$ cat src/rtl/ctl_to_uart.sv
// Debug-link response path: reads one page of data or program memory and
// streams it to the UART transmitter as "<D|P>[w0,w1,...]\n" in uppercase hex.
module ctl_to_uart #(
  parameter int PBITS = 8,
  parameter int WBITS = 4,
  parameter int ABITS = 12
) (
  input  logic             clk,
  input  logic             rst,
  input  logic             i_req,
  input  logic             i_reqprog,
  input  logic [PBITS-1:0] i_page,
  output logic             o_memrd,
  output logic             o_memsel,
  output logic [ABITS-1:0] o_memaddr,
  input  logic [31:0]      i_memdata,
  output logic [7:0]       o_charout,
  output logic             o_txstart,
  input  logic             i_txbusy,
  output logic             o_busy,
  output logic             o_done
);

  typedef enum logic [2:0] {
    S_IDLE, S_SEND, S_GAP, S_FETCH, S_WAIT, S_LATCH, S_DONE
  } state_t;

  typedef enum logic [2:0] {
    K_HDR, K_OPEN, K_HEX, K_SEP, K_CLOSE, K_NL
  } kind_t;

  localparam logic [WBITS-1:0] LAST_WORD = '1;

  state_t             r_state;
  kind_t              r_kind;
  logic               r_prog;
  logic [PBITS-1:0]   r_page;
  logic [WBITS-1:0]   r_wordidx;
  logic [2:0]         r_nibidx;
  logic [31:0]        r_shift;
  logic               r_memrd;
  logic [ABITS-1:0]   r_memaddr;
  logic [7:0]         r_charout;
  logic               r_txstart;
  logic               r_busy;
  logic               r_done;

  logic [3:0]             w_nib;
  logic [7:0]             w_hexchar;
  logic [7:0]             w_char;
  logic [PBITS+WBITS-1:0] w_fullidx;

  assign w_nib     = r_shift[31:28];
  assign w_hexchar = (w_nib < 4'd10) ? (8'h30 + {4'h0, w_nib}) : (8'h37 + {4'h0, w_nib});
  assign w_fullidx = {r_page, r_wordidx};

  // Byte to emit for whichever packet element the SEND/GAP pair is serving.
  always_comb begin
    w_char = 8'h00;
    unique case (r_kind)
      K_HDR:   w_char = r_prog ? 8'h50 : 8'h44;
      K_OPEN:  w_char = 8'h5B;
      K_HEX:   w_char = w_hexchar;
      K_SEP:   w_char = 8'h2C;
      K_CLOSE: w_char = 8'h5D;
      K_NL:    w_char = 8'h0A;
      default: w_char = 8'h00;
    endcase
  end

  // SEND/GAP is shared by every byte; r_kind selects what follows the gap.
  always_ff @(posedge clk or posedge rst) begin
    if (rst) begin
      r_state   <= S_IDLE;
      r_kind    <= K_HDR;
      r_prog    <= 1'b0;
      r_page    <= '0;
      r_wordidx <= '0;
      r_nibidx  <= '0;
      r_shift   <= '0;
      r_memrd   <= 1'b0;
      r_memaddr <= '0;
      r_charout <= '0;
      r_txstart <= 1'b0;
      r_busy    <= 1'b0;
      r_done    <= 1'b0;
    end else begin
      unique case (r_state)
        S_IDLE: begin
          if (i_req) begin
            r_prog    <= i_reqprog;
            r_page    <= i_page;
            r_wordidx <= '0;
            r_busy    <= 1'b1;
            r_kind    <= K_HDR;
            r_state   <= S_SEND;
          end
        end
        S_SEND: begin
          if (!i_txbusy) begin
            r_charout <= w_char;
            r_txstart <= 1'b1;
            r_state   <= S_GAP;
          end
        end
        S_GAP: begin
          r_txstart <= 1'b0;
          unique case (r_kind)
            K_HDR: begin
              r_kind  <= K_OPEN;
              r_state <= S_SEND;
            end
            K_OPEN: r_state <= S_FETCH;
            K_HEX: begin
              r_shift  <= {r_shift[27:0], 4'h0};
              r_nibidx <= r_nibidx + 3'd1;
              r_state  <= S_SEND;
              if (r_nibidx == 3'd7)
                r_kind <= (r_wordidx == LAST_WORD) ? K_CLOSE : K_SEP;
            end
            K_SEP: begin
              r_wordidx <= r_wordidx + 1'b1;
              r_state   <= S_FETCH;
            end
            K_CLOSE: begin
              r_kind  <= K_NL;
              r_state <= S_SEND;
            end
            K_NL: begin
              r_done  <= 1'b1;
              r_state <= S_DONE;
            end
            default: r_state <= S_IDLE;
          endcase
        end
        S_FETCH: begin
          r_memrd   <= 1'b1;
          r_memaddr <= ABITS'(w_fullidx);
          r_state   <= S_WAIT;
        end
        S_WAIT: begin
          r_memrd <= 1'b0;
          r_state <= S_LATCH;
        end
        // Memory answers one cycle after the strobe is seen, i.e. now.
        S_LATCH: begin
          r_shift  <= i_memdata;
          r_nibidx <= '0;
          r_kind   <= K_HEX;
          r_state  <= S_SEND;
        end
        S_DONE: begin
          r_done  <= 1'b0;
          r_busy  <= 1'b0;
          r_state <= S_IDLE;
        end
        default: r_state <= S_IDLE;
      endcase
    end
  end

  assign o_memrd   = r_memrd;
  assign o_memsel  = r_prog;
  assign o_memaddr = r_memaddr;
  assign o_charout = r_charout;
  assign o_txstart = r_txstart;
  assign o_busy    = r_busy;
  assign o_done    = r_done;

endmodule

$ cat config.mk
export PLATFORM = sky130hd
export DESIGN_NAME = ctl_to_uart
export DESIGN_NICKNAME = d
export VERILOG_FILES = /design/src/rtl/ctl_to_uart.sv
export SDC_FILE = /design/constraint.sdc
export NUM_CORES = 1
export LEC_CHECK = 0
export ABC_AREA = 1
export CORE_ASPECT_RATIO = 1.5
export CORE_UTILIZATION = 50
export DETAILED_ROUTE_END_ITERATION = 8
export PLACE_DENSITY = 0.76
export SLEW_MARGIN = 5
export SYNTH_ARGS = -nofsm -noshare
export SYNTH_HDL_FRONTEND = slang
export SYNTH_SLANG_ARGS = --single-unit
$ cat constraint.sdc
create_clock -name clk -period 3.5 [get_ports clk]
set_input_delay 0.7 -clock clk [delete_from_list [all_inputs] [get_ports clk]]
set_output_delay 0.7 -clock clk [all_outputs]
set_load 0.03 [all_outputs]
# Word-level counts from Yosys, hierarchy flattened
# Index checks and enable logic that the tools add are counted.
# Widths: inputs -> output; s select.
word_totals:
  output_inout_bits: 25
  ff_bits: 78
op_classes:
  add_sub_neg: 4
  bitwise_logic: 1
  magnitude_cmp: 1
  n_mux: 26
  reduce_logical: 20
  eq_ne: 20
ops:
  columns: ["op", "n"]
  rows:
  - ["$pmux 32 s2", 1]
  - ["$pmux 7 s6", 1]
  - ["$mux 32", 1]
  - ["$pmux 3 s3", 3]
  - ["$eq 3x3->1 const B", 6]
  - ["$mux 3", 6]
  - ["$pmux 3 s6", 1]
  - ["$add 6x4->7 const A", 2]
  - ["$reduce_and 2->1", 7]
  - ["$eq 3x2->1 const B", 4]
  - ["$reduce_bool 2->1", 6]
  - ["$mux 4", 2]
  - ["$pmux 1 s2", 4]
  - ["$pmux 4 s2", 1]
  - ["$mux 7", 1]
  - ["$eq 3x1->1 const B", 2]
  - ["$logic_not 3->1", 2]
  - ["$ne 2x2->1 const B", 3]
  - ["$pmux 3 s2", 1]
  - ["$mux 5", 1]
  - ["$add 4x1->4 const B", 1]
  - ["$eq 4x4->1 const B", 1]
  - ["$lt 4x4->1 const B", 1]
  - ["$ne 2x1->1 const B", 2]
  - ["10 further kinds", 12]

# Depth between registers and ports, before layout
logic_depth:
  depth_word: 5
  ltp_mapped: 9
  mapped_depth_nobuf: 9

# Worst setup path before layout
# No wires, ideal clock.
synth_path:
  path_kind: "input to register"
  startpoint: "input i_req"
  endpoint: "register r_prog (netlist: o_memsel)"
  setup_ns: 0.126
  t_required_ns: 3.374
  path_slack_ns: 2.225
  arrival_ns: 1.149
  stages: 4
  cell_sequence: "inv_1 nor2_2 buf_4 o21ai_0"
synth_between:
  elab_chain_cells: 1
synth_rtl:
  columns: ["item", "line", "source"]
  rows:
  - ["start: declaration", "10", "input logic i_req,"]
  - ["$reduce_and 2->1 (no source line)", null, null]
  - ["end signal: assignment", "91", "r_prog <= i_reqprog;"]
  - ["end: declaration", "36", "logic r_prog;"]
# Every way passes these cells.
# A chain may end at the register's enable or synchronous reset.

# Final worst setup path
layout_path:
  startpoint: "register r_state[1]"
  endpoint: "register r_shift[30]"
layout_between:
  elab_chain_cells: 3
  elab_cells_between_ends: 6
  cone_classes: "eq/ne: 3; mux: 1; reduce/logical: 2"
layout_rtl:
  columns: ["item", "line", "source"]
  rows:
  - ["start: declaration", "34", "state_t r_state;"]
  - ["start signal: assignment", "74", "r_state <= S_IDLE;"]
  - ["start signal: assignment", "96", "r_state <= S_SEND;"]
  - ["start signal: assignment", "103", "r_state <= S_GAP;"]
  - ["$eq 3x2->1 / $eq 3x3->1 (equally long branches)", "88", "unique case (r_state)"]
  - ["$ne 2x2->1 (no source line) / $reduce_bool 2->1 (equally long branches)", null, null]
  - ["$reduce_and 2->1 (no source line)", null, null]
  - ["end signal: assignment", "115", "r_shift <= {r_shift[27:0], 4'h0};"]
  - ["end signal: assignment", "147", "r_shift <= i_memdata;"]
  - ["end: declaration", "40", "logic [31:0] r_shift;"]
# Several ways; a longest one is shown, not always the timed one.

==> parameters.txt <==
Parameter                              Value

Synthesis
  Seq cells post-synth    77
  Cell type with the highest aggregate area in the netlist    sky130_fd_sc_hd__dfrtp_1
  Post-Synthesis Cell Area    between 3000 and 4000 sq um
  Synth Area in Compound Gates    about 9%
  Average size of a mapped cell    around 8.3 sq um
  Multiplexer fraction of the synthesized cell area    0%
  Synth unique cells    27
  XOR/XNOR Fraction of Synth Area    0.2383%
  Ranking of synthesized cells by area    sky130_fd_sc_hd__dfrtp_1 52%, sky130_fd_sc_hd__nand2_1 20%, sky130_fd_sc_hd__nand3_1 4.6%, sky130_fd_sc_hd__o211ai_2 3.4%, sky130_fd_sc_hd__inv_1 2.2%
  Largest family of logic cells by synthesized area    simple AND/OR/NAND/NOR gates
  Number of synthesis warnings    0
  Synthesized instance count    around 440
  Net count after synthesis    a little under 500
  Post-synthesis share of cell area spent on and, or, nand and nor gates    between 20% and 30%
  Sequential area share after synthesis    52.42%
  Area share of fa/ha/maj cells after synthesis    between 1 and 1.5%
  Fraction of post-synthesis cell area in the top cell type by area    52.42%

Power
  Total power per unit cell area    850.3 nW/um^2
  Leak    around 2.2 nW
  Peak supply drop    0.3695 mV

Routing
  Average detailed-routed wire length per instance    13.06 um
  Iteration-0 DRC Markers    211
  Total length of routed wires    about 7.9 mm
  DRT antenna net count    0
  Routed via count divided by cell count    about 5
  DRC errors left    0
  1st-pass router iterations    4
  DR vias    ~3.1k

Layout
  Non-filler instance count after layout    604
  Sequential cell area in the final layout    about 1900 sq um
  Final Core Density    between 60% and 70%
  Most common cell after layout, fill and taps aside    sky130_fd_sc_hd__nand2_1
  Multi-input logic area    about 1500 sq um
  Diodes inserted    0
  Fraction of layout instances using a drive strength above 1    around 8.9%
  Growth of design area from synthesis to finish    24.47%
  Number of filler cells placed in the layout    between 500 and 600
  NumNets Final    552
  Commonest non-fill, non-tap cells in the layout    198 x sky130_fd_sc_hd__nand2_1, 77 x sky130_fd_sc_hd__dfrtp_1, 68 x sky130_fd_sc_hd__clkdlybuf4s50_1, 34 x sky130_fd_sc_hd__nand3_1, 21 x sky130_fd_sc_hd__inv_1

Critical path
  Cell with the most instances on the worst path    sky130_fd_sc_hd__inv_2
  Cell chain of the critical path    inv_2 -> nand3_2 -> buf_4 -> inv_2 -> nor2_2 -> nand2_1 -> o211ai_1
  Category of the most critical setup path    flip-flop to flip-flop
  CP max stage cell    sky130_fd_sc_hd__nor2_2
  CP arrival    about 2.5 ns
  Critical path launch point type    flip-flop
  Maximum fanout count along the critical path    33
  Category of the worst setup path capture point    flip-flop
  Delay-heaviest family, CP    simple AND/OR/NAND/NOR gates
  Crit path largest cell delay    0.74 ns
  Data required, critical path    3.76 ns
  CP Buf/Inv Count    3

Floorplanning
  Floorplan Core Area    ~7000 sq um
  Top-Level Pins    70
  Die outline width    72.01 um
  Area of the die    slightly below 8000 sq um
  Die Ht    about 110 um
  Number of standard-cell rows in the floorplan    37
  Initial cell density of the core    52.59%

Clock network
  Total CTS buffers    9
  Later-pin clock latency in the skew report    approximately 0.35 ns
  Clock root buffer    sky130_fd_sc_hd__clkbuf_8
  Number of buffers inserted to repair setup after CTS    0
  Clk pin slew, worst setup/hold paths    ~0.080 ns
  Buffer levels on the longest clock path    2
  CTS H-Tree Depth    3
  CTS Sinks    between 70 and 80
  CTS resizes    0
  Number of hold buffers added after CTS    0
  CTS tree    yes

STA
  Final Skew    between 0.01 and 0.015 ns
  Final-report max-slew violation count    0
  Hold violation total from the final report    0
  Headroom to the max-slew limit    between 40% and 50%
  Slew of the pin with the lowest slew margin    roughly 0.85 ns
  Setup repair after global routing missed its margin    no
  Final TNS setup    0 ns
  Final setup vio count    0
  Final clock period utilization by the worst path    63.56%
  Least setup slack across all paths after layout    around 1.3 ns
  Post-layout minimum cycle time    between 2 and 2.5 ns
  Peak clock frequency supported by timing    between 400 and 500 MHz

Global route
  Pin count of the biggest net entering global routing    78
  Global-route wire length before repair    between 10 and 15 mm
  Total congestion overflow after global routing    0
  Vias in the first global route    between 2k and 3k
  Initial antenna violation count    0
  Tot GR Track Use    22.71%

Flow run
  Max-capacitance violation count    0

Placed design
  Placer Congestion    ~0.86
  Pre-CTS WS    roughly 1.3 ns
  Count of input and output buffers    around 70
  Placed instance count    589
  Half-perimeter wire length after placement    about 5.6 mm

Hold path
  Hold WC Path Type    flip-flop to flip-flop

Run status
  Status    finished clean
-- worst reg2reg max path: cells and delay by family, from the launching register on --
family | cells | cell delay, ns
flip-flops | 1 | 0.45
buffers and inverters | 3 | 0.60
AND/OR/NAND/NOR | 3 | 0.95
AO/OA/AOI/OAI | 1 | 0.13
-- Yosys cell counts (all sizes together) --
cell type  count
clkbuf         3
o22ai          1
o211ai        19
nor2          24
buf           17
a21oi          7
nor3           1
nand3         36
inv           28
a31oi          1
conb           1
dfrtp         77
xor2           1
nand4          3
ha             4
o21ai         19
nand2        199
-- where the power goes --
| group | switching [mW] | internal (mW) |
|---|---|---|
| registers | 0.261 | 1.27 |
| logic | 1.00 | 0.627 |
| clock network | 0.316 | 0.416 |
-- stage by stage --
| step | power (mW) | area (sq um) | hold WS, ns |
|---|---|---|---|
| finish | 3.891 | 4576 | 0.4727 |
| global route | 4.181 | 4576 | 0.4929 |
| CTS | 3.913 | 4576 | 0.4766 |
| detailed placement | 3.173 | 4362 | 0.4580 |
| global placement | 3.109 | 4362 | 0.4526 |
| floorplan | 2.703 | 3676 | 0.4422 |
-- flip-flops by register name, summed over array words and instances (netlist names) --
name and flops:
o_busy 1, o_charout 7, o_done 1, o_memaddr 12, o_memrd 1, o_memsel 1
o_txstart 1, r_kind 3, r_nibidx 3, r_page 8, r_shift 32, r_state 3
r_wordidx 4
-- logic make-up after synthesis --
logic type | Yosys count
AO/OA/AOI/OAI | 47
buffers and inverters | 48
flip-flops | 77
adder cells (fa/ha/maj) | 4
AND/OR/NAND/NOR | 263
XOR/XNOR | 1
other | 1
-- worst paths after layout --
path | startpoint | endpoint | slack, ns | cells past startpoint
hold reg to reg | o_memaddr[7] | o_memaddr[7] | 0.47 | 2
min in group asynchronous | rst | r_shift[13] | 0.76 | 3
setup reg to reg | r_state[1] | r_shift[30] | 1.28 | 7
max in group asynchronous | rst | o_charout[4] | 2.41 | 3
setup / recovery | r_state[1] | r_shift[30] | 1.28 | 7
hold / removal | o_memaddr[7] | o_memaddr[7] | 0.47 | 2
-- area by class of cell --
| class | count | share of cell area [%] |
|---|---|---|
| inverters | 28 | 2.297 |
| repair buffers | 71 | 15.64 |
| flip-flops and latches | 77 | 42.11 |
| well taps | 97 | 2.652 |
| clock buffers | 11 | 3.090 |
| clock inverters | 4 | 1.586 |
| multi-input cells | 316 | 32.62 |
-- layer usage --
metal  up-vias  routed length (um)  GRT usage (%)
li1       1533                   -              -
met1      1433                3318          27.98
met2        98                4064          38.27
met3        16                 334          4.605
met4         0                 171          9.804
met5         -                   0              0
No activity file was read; power rests on OpenSTA's default activity.
